<file path="src/rtl/multicycle_control_if.sv">
// Control/datapath bundle for the multicycle MIPS sequencer.
// master = controller, slave = datapath.
interface multicycle_control_if;
  logic [5:0] Opcode;
  logic       Zero;
  logic       Mem_Ready;
  logic       PCWrite;
  logic       PCWriteCond;
  logic       IorD;
  logic       MemRead;
  logic       MemWrite;
  logic       IRWrite;
  logic       MemtoReg;
  logic       RegDst;
  logic       RegWrite;
  logic       ALUSrcA;
  logic [1:0] ALUSrcB;
  logic [1:0] ALUOp;
  logic [1:0] PCSource;
  logic       Error;

  modport master (
    input  Opcode, Mem_Ready,
    output PCWrite, PCWriteCond, IorD,
    output MemRead, MemWrite, IRWrite,
    output MemtoReg, RegDst, RegWrite,
    output ALUSrcA, ALUSrcB, ALUOp,
    output PCSource, Error
  );

  modport slave (
    output Opcode, Zero, Mem_Ready,
    input  PCWrite, PCWriteCond, IorD,
    input  MemRead, MemWrite, IRWrite,
    input  MemtoReg, RegDst, RegWrite,
    input  ALUSrcA, ALUSrcB, ALUOp,
    input  PCSource, Error
  );
endinterface

</file>
<file path="src/rtl/multicycle_control.sv">
// Moore sequencer for the multicycle MIPS datapath with
// memory-ready handshake and wait timeout.
module multicycle_control #(
  parameter int MEM_TIMEOUT = 15
) (
  input logic Clock,
  input logic Reset_n,
  multicycle_control_if.master bus
);

  localparam int CW = $clog2(MEM_TIMEOUT + 1);
  localparam logic [CW-1:0] LAST =
    CW'(MEM_TIMEOUT - 1);
  localparam logic [CW-1:0] LIMIT =
    CW'(MEM_TIMEOUT);

  typedef enum logic [3:0] {
    IDLE, FETCH, DECODE, MEMADR,
    MEMRD, MEMWB, MEMWR, RTYPE,
    ALUWB, ADDIEX, ADDIWB, BRANCH,
    JUMP, ERROR
  } state_t;

  typedef struct packed {
    logic       pc_write;
    logic       pc_write_cond;
    logic       iord;
    logic       mem_read;
    logic       mem_write;
    logic       mem_to_reg;
    logic       reg_dst;
    logic       reg_write;
    logic       src_a;
    logic [1:0] src_b;
    logic [1:0] alu_op;
    logic [1:0] pc_src;
    logic       error;
    logic       fetch;
  } ctrl_t;

  state_t        state;
  state_t        nxt;
  ctrl_t         ctrl;
  logic [CW-1:0] cnt;
  logic          is_sw;

  logic op_r, op_lw, op_sw;
  logic op_beq, op_j, op_addi;
  logic waiting, timeout;

  assign op_r    = bus.Opcode == 6'b000000;
  assign op_lw   = bus.Opcode == 6'b100011;
  assign op_sw   = bus.Opcode == 6'b101011;
  assign op_beq  = bus.Opcode == 6'b000100;
  assign op_j    = bus.Opcode == 6'b000010;
  assign op_addi = bus.Opcode == 6'b001000;

  assign waiting = state == FETCH ||
                   state == MEMRD ||
                   state == MEMWR;
  assign timeout = !bus.Mem_Ready && cnt == LAST;

  always_comb begin
    nxt = state;
    case (state)
      IDLE:   nxt = FETCH;
      FETCH:
        if (bus.Mem_Ready)  nxt = DECODE;
        else if (timeout)   nxt = ERROR;
      DECODE:
        unique case (1'b1)
          op_r:           nxt = RTYPE;
          op_lw, op_sw:   nxt = MEMADR;
          op_addi:        nxt = ADDIEX;
          op_beq:         nxt = BRANCH;
          op_j:           nxt = JUMP;
          default:        nxt = ERROR;
        endcase
      MEMADR: nxt = is_sw ? MEMWR : MEMRD;
      MEMRD:
        if (bus.Mem_Ready)  nxt = MEMWB;
        else if (timeout)   nxt = ERROR;
      MEMWR:
        if (bus.Mem_Ready)  nxt = FETCH;
        else if (timeout)   nxt = ERROR;
      RTYPE:  nxt = ALUWB;
      ADDIEX: nxt = ADDIWB;
      MEMWB, ALUWB, ADDIWB,
      BRANCH, JUMP:
              nxt = FETCH;
      ERROR:  nxt = ERROR;
      default: nxt = ERROR;
    endcase
  end

  function automatic ctrl_t decode(input state_t s);
    ctrl_t c;
    c = '0;
    case (s)
      FETCH: begin
        c.mem_read = 1'b1;
        c.src_b    = 2'b01;
        c.fetch    = 1'b1;
      end
      DECODE: c.src_b = 2'b11;
      MEMADR: begin
        c.src_a = 1'b1;
        c.src_b = 2'b10;
      end
      MEMRD: begin
        c.mem_read = 1'b1;
        c.iord     = 1'b1;
      end
      MEMWB: begin
        c.reg_write  = 1'b1;
        c.mem_to_reg = 1'b1;
      end
      MEMWR: begin
        c.mem_write = 1'b1;
        c.iord      = 1'b1;
      end
      RTYPE: begin
        c.src_a  = 1'b1;
        c.alu_op = 2'b10;
      end
      ALUWB: begin
        c.reg_write = 1'b1;
        c.reg_dst   = 1'b1;
      end
      ADDIEX: begin
        c.src_a = 1'b1;
        c.src_b = 2'b10;
      end
      ADDIWB: c.reg_write = 1'b1;
      BRANCH: begin
        c.src_a         = 1'b1;
        c.alu_op        = 2'b01;
        c.pc_write_cond = 1'b1;
        c.pc_src        = 2'b01;
      end
      JUMP: begin
        c.pc_write = 1'b1;
        c.pc_src   = 2'b10;
      end
      ERROR: c.error = 1'b1;
      default: ;
    endcase
    return c;
  endfunction

  // outputs registered from the next state so they line up with it
  always_ff @(posedge Clock) begin
    if (!Reset_n) begin
      state <= IDLE;
      ctrl  <= '0;
      cnt   <= '0;
      is_sw <= 1'b0;
    end else begin
      state <= nxt;
      ctrl  <= decode(nxt);
      if (state == DECODE)
        is_sw <= op_sw;
      if (!waiting || bus.Mem_Ready)
        cnt <= '0;
      else if (cnt != LIMIT)
        cnt <= cnt + 1'b1;
    end
  end

  // fetch completes in the ready cycle itself
  assign bus.IRWrite     = ctrl.fetch & bus.Mem_Ready;
  assign bus.PCWrite     = ctrl.pc_write |
                           (ctrl.fetch & bus.Mem_Ready);
  assign bus.PCWriteCond = ctrl.pc_write_cond;
  assign bus.IorD        = ctrl.iord;
  assign bus.MemRead     = ctrl.mem_read;
  assign bus.MemWrite    = ctrl.mem_write;
  assign bus.MemtoReg    = ctrl.mem_to_reg;
  assign bus.RegDst      = ctrl.reg_dst;
  assign bus.RegWrite    = ctrl.reg_write;
  assign bus.ALUSrcA     = ctrl.src_a;
  assign bus.ALUSrcB     = ctrl.src_b;
  assign bus.ALUOp       = ctrl.alu_op;
  assign bus.PCSource    = ctrl.pc_src;
  assign bus.Error       = ctrl.error;

endmodule
</file>
<file path="src/flat_wrapper.sv">
// flat-port wrapper written by rule: the top's interface ports become plain ports
module multicycle_control_flat 
#(
  parameter int MEM_TIMEOUT = 15
)
  (Clock, Reset_n, bus_Opcode, bus_Mem_Ready, bus_PCWrite, bus_PCWriteCond, bus_IorD, bus_MemRead, bus_MemWrite, bus_IRWrite, bus_MemtoReg, bus_RegDst, bus_RegWrite, bus_ALUSrcA, bus_ALUSrcB, bus_ALUOp, bus_PCSource, bus_Error);
  multicycle_control_if bus_i ();
  input logic Clock;
  input logic Reset_n;
  input wire logic [$bits(bus_i.Opcode)-1:0] bus_Opcode;
  input wire logic [$bits(bus_i.Mem_Ready)-1:0] bus_Mem_Ready;
  output wire logic [$bits(bus_i.PCWrite)-1:0] bus_PCWrite;
  output wire logic [$bits(bus_i.PCWriteCond)-1:0] bus_PCWriteCond;
  output wire logic [$bits(bus_i.IorD)-1:0] bus_IorD;
  output wire logic [$bits(bus_i.MemRead)-1:0] bus_MemRead;
  output wire logic [$bits(bus_i.MemWrite)-1:0] bus_MemWrite;
  output wire logic [$bits(bus_i.IRWrite)-1:0] bus_IRWrite;
  output wire logic [$bits(bus_i.MemtoReg)-1:0] bus_MemtoReg;
  output wire logic [$bits(bus_i.RegDst)-1:0] bus_RegDst;
  output wire logic [$bits(bus_i.RegWrite)-1:0] bus_RegWrite;
  output wire logic [$bits(bus_i.ALUSrcA)-1:0] bus_ALUSrcA;
  output wire logic [$bits(bus_i.ALUSrcB)-1:0] bus_ALUSrcB;
  output wire logic [$bits(bus_i.ALUOp)-1:0] bus_ALUOp;
  output wire logic [$bits(bus_i.PCSource)-1:0] bus_PCSource;
  output wire logic [$bits(bus_i.Error)-1:0] bus_Error;
  assign bus_i.Opcode = bus_Opcode;
  assign bus_i.Mem_Ready = bus_Mem_Ready;
  assign bus_PCWrite = bus_i.PCWrite;
  assign bus_PCWriteCond = bus_i.PCWriteCond;
  assign bus_IorD = bus_i.IorD;
  assign bus_MemRead = bus_i.MemRead;
  assign bus_MemWrite = bus_i.MemWrite;
  assign bus_IRWrite = bus_i.IRWrite;
  assign bus_MemtoReg = bus_i.MemtoReg;
  assign bus_RegDst = bus_i.RegDst;
  assign bus_RegWrite = bus_i.RegWrite;
  assign bus_ALUSrcA = bus_i.ALUSrcA;
  assign bus_ALUSrcB = bus_i.ALUSrcB;
  assign bus_ALUOp = bus_i.ALUOp;
  assign bus_PCSource = bus_i.PCSource;
  assign bus_Error = bus_i.Error;
  multicycle_control #(.MEM_TIMEOUT(MEM_TIMEOUT)) u_core (.Clock(Clock), .Reset_n(Reset_n), .bus(bus_i));
endmodule
</file>
<file path="config.mk">
export PLATFORM = sky130hd
export DESIGN_NAME = multicycle_control_flat
export DESIGN_NICKNAME = d
export VERILOG_FILES = /design/src/rtl/multicycle_control_if.sv /design/src/rtl/multicycle_control.sv /design/src/flat_wrapper.sv
export SDC_FILE = /design/constraint.sdc
export NUM_CORES = 1
export LEC_CHECK = 0
export CAP_MARGIN = 5
export CORE_MARGIN = 5
export CORE_UTILIZATION = 50
export CTS_CLUSTER_SIZE = 25
export DETAILED_ROUTE_END_ITERATION = 10
export GPL_TIMING_DRIVEN = 0
export PLACE_DENSITY = 0.9
export SLEW_MARGIN = 20
export SYNTH_ARGS = -nofsm -noshare
export SYNTH_HDL_FRONTEND = slang
export SYNTH_SLANG_ARGS = --single-unit
</file>
<file path="constraint.sdc">
create_clock -name Clock -period 3 [get_ports Clock]
set_clock_uncertainty 0.15 [all_clocks]
set_input_delay 0.3 -clock Clock [delete_from_list [all_inputs] [get_ports Clock]]
set_output_delay 0.3 -clock Clock [all_outputs]
set_load 0.01 [all_outputs]
</file>
==> flow_metrics.py <==
metrics = {
    "status": {
        "status": "completed",
    },
    "clocking": {
        "cts_resized": 0,
        "postCtsSetupRepairBufs": 0,
        "ctsLongestPathBuffers": 2,
        "cts.sinks": 24,
        "ctsRootBufferMaster": "clkbuf_4",
        "clk_latency_ns": 0.31,
        "cts_inserted_buffers": 3,
        "ctsHoldBuffers": 0,
        "cts_max_level": 1,
        "clk_pin_slew_ns": 0.13,
        "cts_tree": "done",
    },
    "placed_design": {
        "port_buffers": 25,
        "place_inst": 190,
        "gp_congestion": 0.7450,
        "dpl.hpwl_um": 2014,
    },
    "synthesis": {
        "yosys_register_bits": 24,
        "yosysWarningCount": 0,
        "syn_inst": 135,
        "ys_seq_area_frac": 0.3895,
        "synth_enable_flop_cells": 0,
        "synth_area_leaders": "dfxtp_1 39%, buf_4 4.9%, nor2_1 4.9%, a211oi_1 3.7%, a21oi_1 2.8%",
        "ys_types": 43,
        "yosysTopAreaCell": "dfxtp_1",
        "synth.top_cell.area_share": 0.3895,
        "synthFlopType": "dfxtp_1",
        "syn_nets": 146,
        "synthArstFlopShare": 0,
        "syn_area_mm2": 0.001234,
        "syn_avg_cell_area_um2": 9.138,
    },
    "drt": {
        "drtIter0Drc": 24,
        "drtAntennaViolNets": 0,
        "wl_per_cell_um": 13.27,
        "vias_per_cell": 5.479,
        "drt_wl_total_um": 2575,
        "drtPass1Iterations": 4,
        "drcViolationCount": 0,
        "vias": 1063,
    },
    "layout": {
        "fillers": 185,
        "finalNonFillerCells": 194,
        "final_cell_mix": "25 x clkdlybuf4s50_1, 24 x dfxtp_1, 16 x nor2_1, 8 x buf_4",
        "layout-drive-gt1-share": 0.1585,
        "final_nets": 176,
        "antenna_cells": 0,
        "syn2layout_area_growth_pct": 27.59,
        "final_common_cell": "clkdlybuf4s50_1",
        "final_core_util": 0.6532,
    },
    "floorplan": {
        "start_util": 0.5119,
        "num_rows": 18,
        "dieArea_mm2": 0.003561,
        "die_x_um": 59.67,
        "core_area_mm2": 0.002410,
        "die_y_um": 59.67,
        "ioPinCount": 26,
    },
    "hold_path": {
        "hp-class": "flip-flop to flip-flop",
        "holdPathEnd": "u_core.is_sw$_SDFFE_PN0P_",
        "holdCritStartpoint": "u_core.is_sw$_SDFFE_PN0P_",
        "holdPathStages": 2,
    },
    "worst_setup_path": {
        "start_kind": "input port",
        "crit_type": "input port to flip-flop",
        "endpoint_kind": "flip-flop",
        "r2r_setup_slack_ns": 0.56,
        "rr_startpoint": "u_core.state[2]$_SDFF_PN0_",
        "cp.arrival_ns": 2.57,
        "rr_worst_depth": 6,
        "cp_data_required_time_ns": 3.08,
        "cp_max_fo": 5,
        "reg2reg_to": "u_core.bus.PCSource[1]$_SDFF_PN0_",
    },
    "global_route": {
        "grt_pass1_vias": 942,
        "grt_antenna_before_repair": 0,
        "grt_usage": 0.1490,
        "overflow": 0,
        "grt_start_max_net_pins": 15,
        "grt_pass1_wl_um": 4133,
    },
    "timing": {
        "hold-worst-slack_ns": 0.3152,
        "fmax_mhz": 401.1,
        "relSlewSlack": 0.4363,
        "slew_viol_final": 0,
        "report.final.hold_viol_count": 0,
        "period_minus_slack_ns": 2.493,
        "rsz0062_at_grt": "false",
        "min_period_over_period": 0.8311,
        "tns_ns": 0,
        "setup_viol": 0,
        "worst_pin_slew_ns": 0.8391,
    },
    "pwr": {
        "p_per_area_mw_per_mm2": 632.1,
        "ir_worst_vdd_uv": 347.2,
        "p_leak_nw": 0.5889,
        "total_power_mw": 0.9949,
    },
    "run": {
        "maxCapViolCount": 0,
    },
}
logic make-up (layout without fill, tap and decap cells):
| group | Yosys count | after routing | share of synthesized area |
|---|---|---|---|
| multiplexers | 1 | 1 | 0.009127 |
| adder cells (fa/ha/maj) | 2 | 2 | 0.02028 |
| AO/OA/AOI/OAI | 25 | 25 | 0.1704 |
| AND/OR/NAND/NOR | 62 | 62 | 0.2972 |
| buffers and inverters | 18 | 47 | 0.09228 |
| flip-flops | 24 | 24 | 0.3895 |
| XOR/XNOR | 3 | 3 | 0.02130 |
per-stage QoR:
step	setup WS (ns)	instance area (µm²)
floorplan	0.8979	1234
global placement	0.3156	1521
detailed placement	0.2294	1521
CTS	0.5385	1574
global route	0.3598	1574
finish	0.5066	1574
cell usage after synthesis, drive strengths merged (2+ instances only):
library cell  number
dfxtp             24
nor2              16
buf               10
a21oi              7
nand3              7
a211oi             6
inv                6
nor3               6
nand2              5
nand2b             4
and2               3
nor3b              3
nor4b              3
xnor2              3
a211o              2
clkbuf             2
ha                 2
nand4              2
o21ai              2
o221ai             2
or2                2
or3                2
or3b               2
power breakdown:
group | internal [mW] | switching, mW | total, mW
Combinational | 0.196 | 0.190 | 0.386
Clock | 0.135 | 0.0952 | 0.230
Sequential | 0.362 | 0.0168 | 0.379
Total | 0.693 | 0.302 | 0.995
worst max-delay path, cell delays in order:
cell             delay [ns]
clkdlybuf4s50_1        0.48
or4_1                  0.59
a211oi_1               0.51
o221ai_1               0.26
and2_1                 0.23
a211oi_1               0.21
area by class of cell:
class / count / area [µm²] / area share
multi-input cells: 93 / 639.4 / 0.4062
flip-flops and latches: 24 / 480.5 / 0.3052
plain buffers: 12 / 91.34 / 0.05803
repair buffers: 25 / 250.2 / 0.1590
clock buffers: 3 / 22.52 / 0.01431
clock inverters: 1 / 30.03 / 0.01908
well taps: 30 / 37.54 / 0.02385
inverters: 6 / 22.52 / 0.01431
routing by layer:
layer	track usage	wire [µm]	share of wire	vias up
met3	0.02808	154	0.060	2
li1	-	-	-	538
met2	0.2855	1340	0.52	29
met1	0.1691	1068	0.41	494
met5	0	0	0	-
met4	0.02848	12	0.0047	0
worst max-delay path by stage:
stage               slack, ns                                 to                  startpoint  cells after the start
CTS                      0.54      u_core.bus.ALUSrcA$_SDFF_PN0_               bus_Opcode[1]                      6
global route             0.36  u_core.bus.PCSource[1]$_SDFF_PN0_  u_core.state[2]$_SDFF_PN0_                      6
global placement         0.32      u_core.bus.ALUSrcA$_SDFF_PN0_               bus_Opcode[1]                      6
floorplan                0.90     u_core.bus.RegWrite$_SDFF_PN0_  u_core.state[1]$_SDFF_PN0_                      6
finish                   0.51      u_core.bus.ALUSrcA$_SDFF_PN0_               bus_Opcode[1]                      6
detailed placement       0.23      u_core.bus.ALUSrcA$_SDFF_PN0_               bus_Opcode[1]                      6
state kept, by name (all words and copies together) (netlist names), 2 cells and up:
name                 flops
u_core.cnt               4
u_core.state             4
u_core.bus.ALUSrcB       2
u_core.bus.PCSource      2
(Power assumes the default switching activity.)
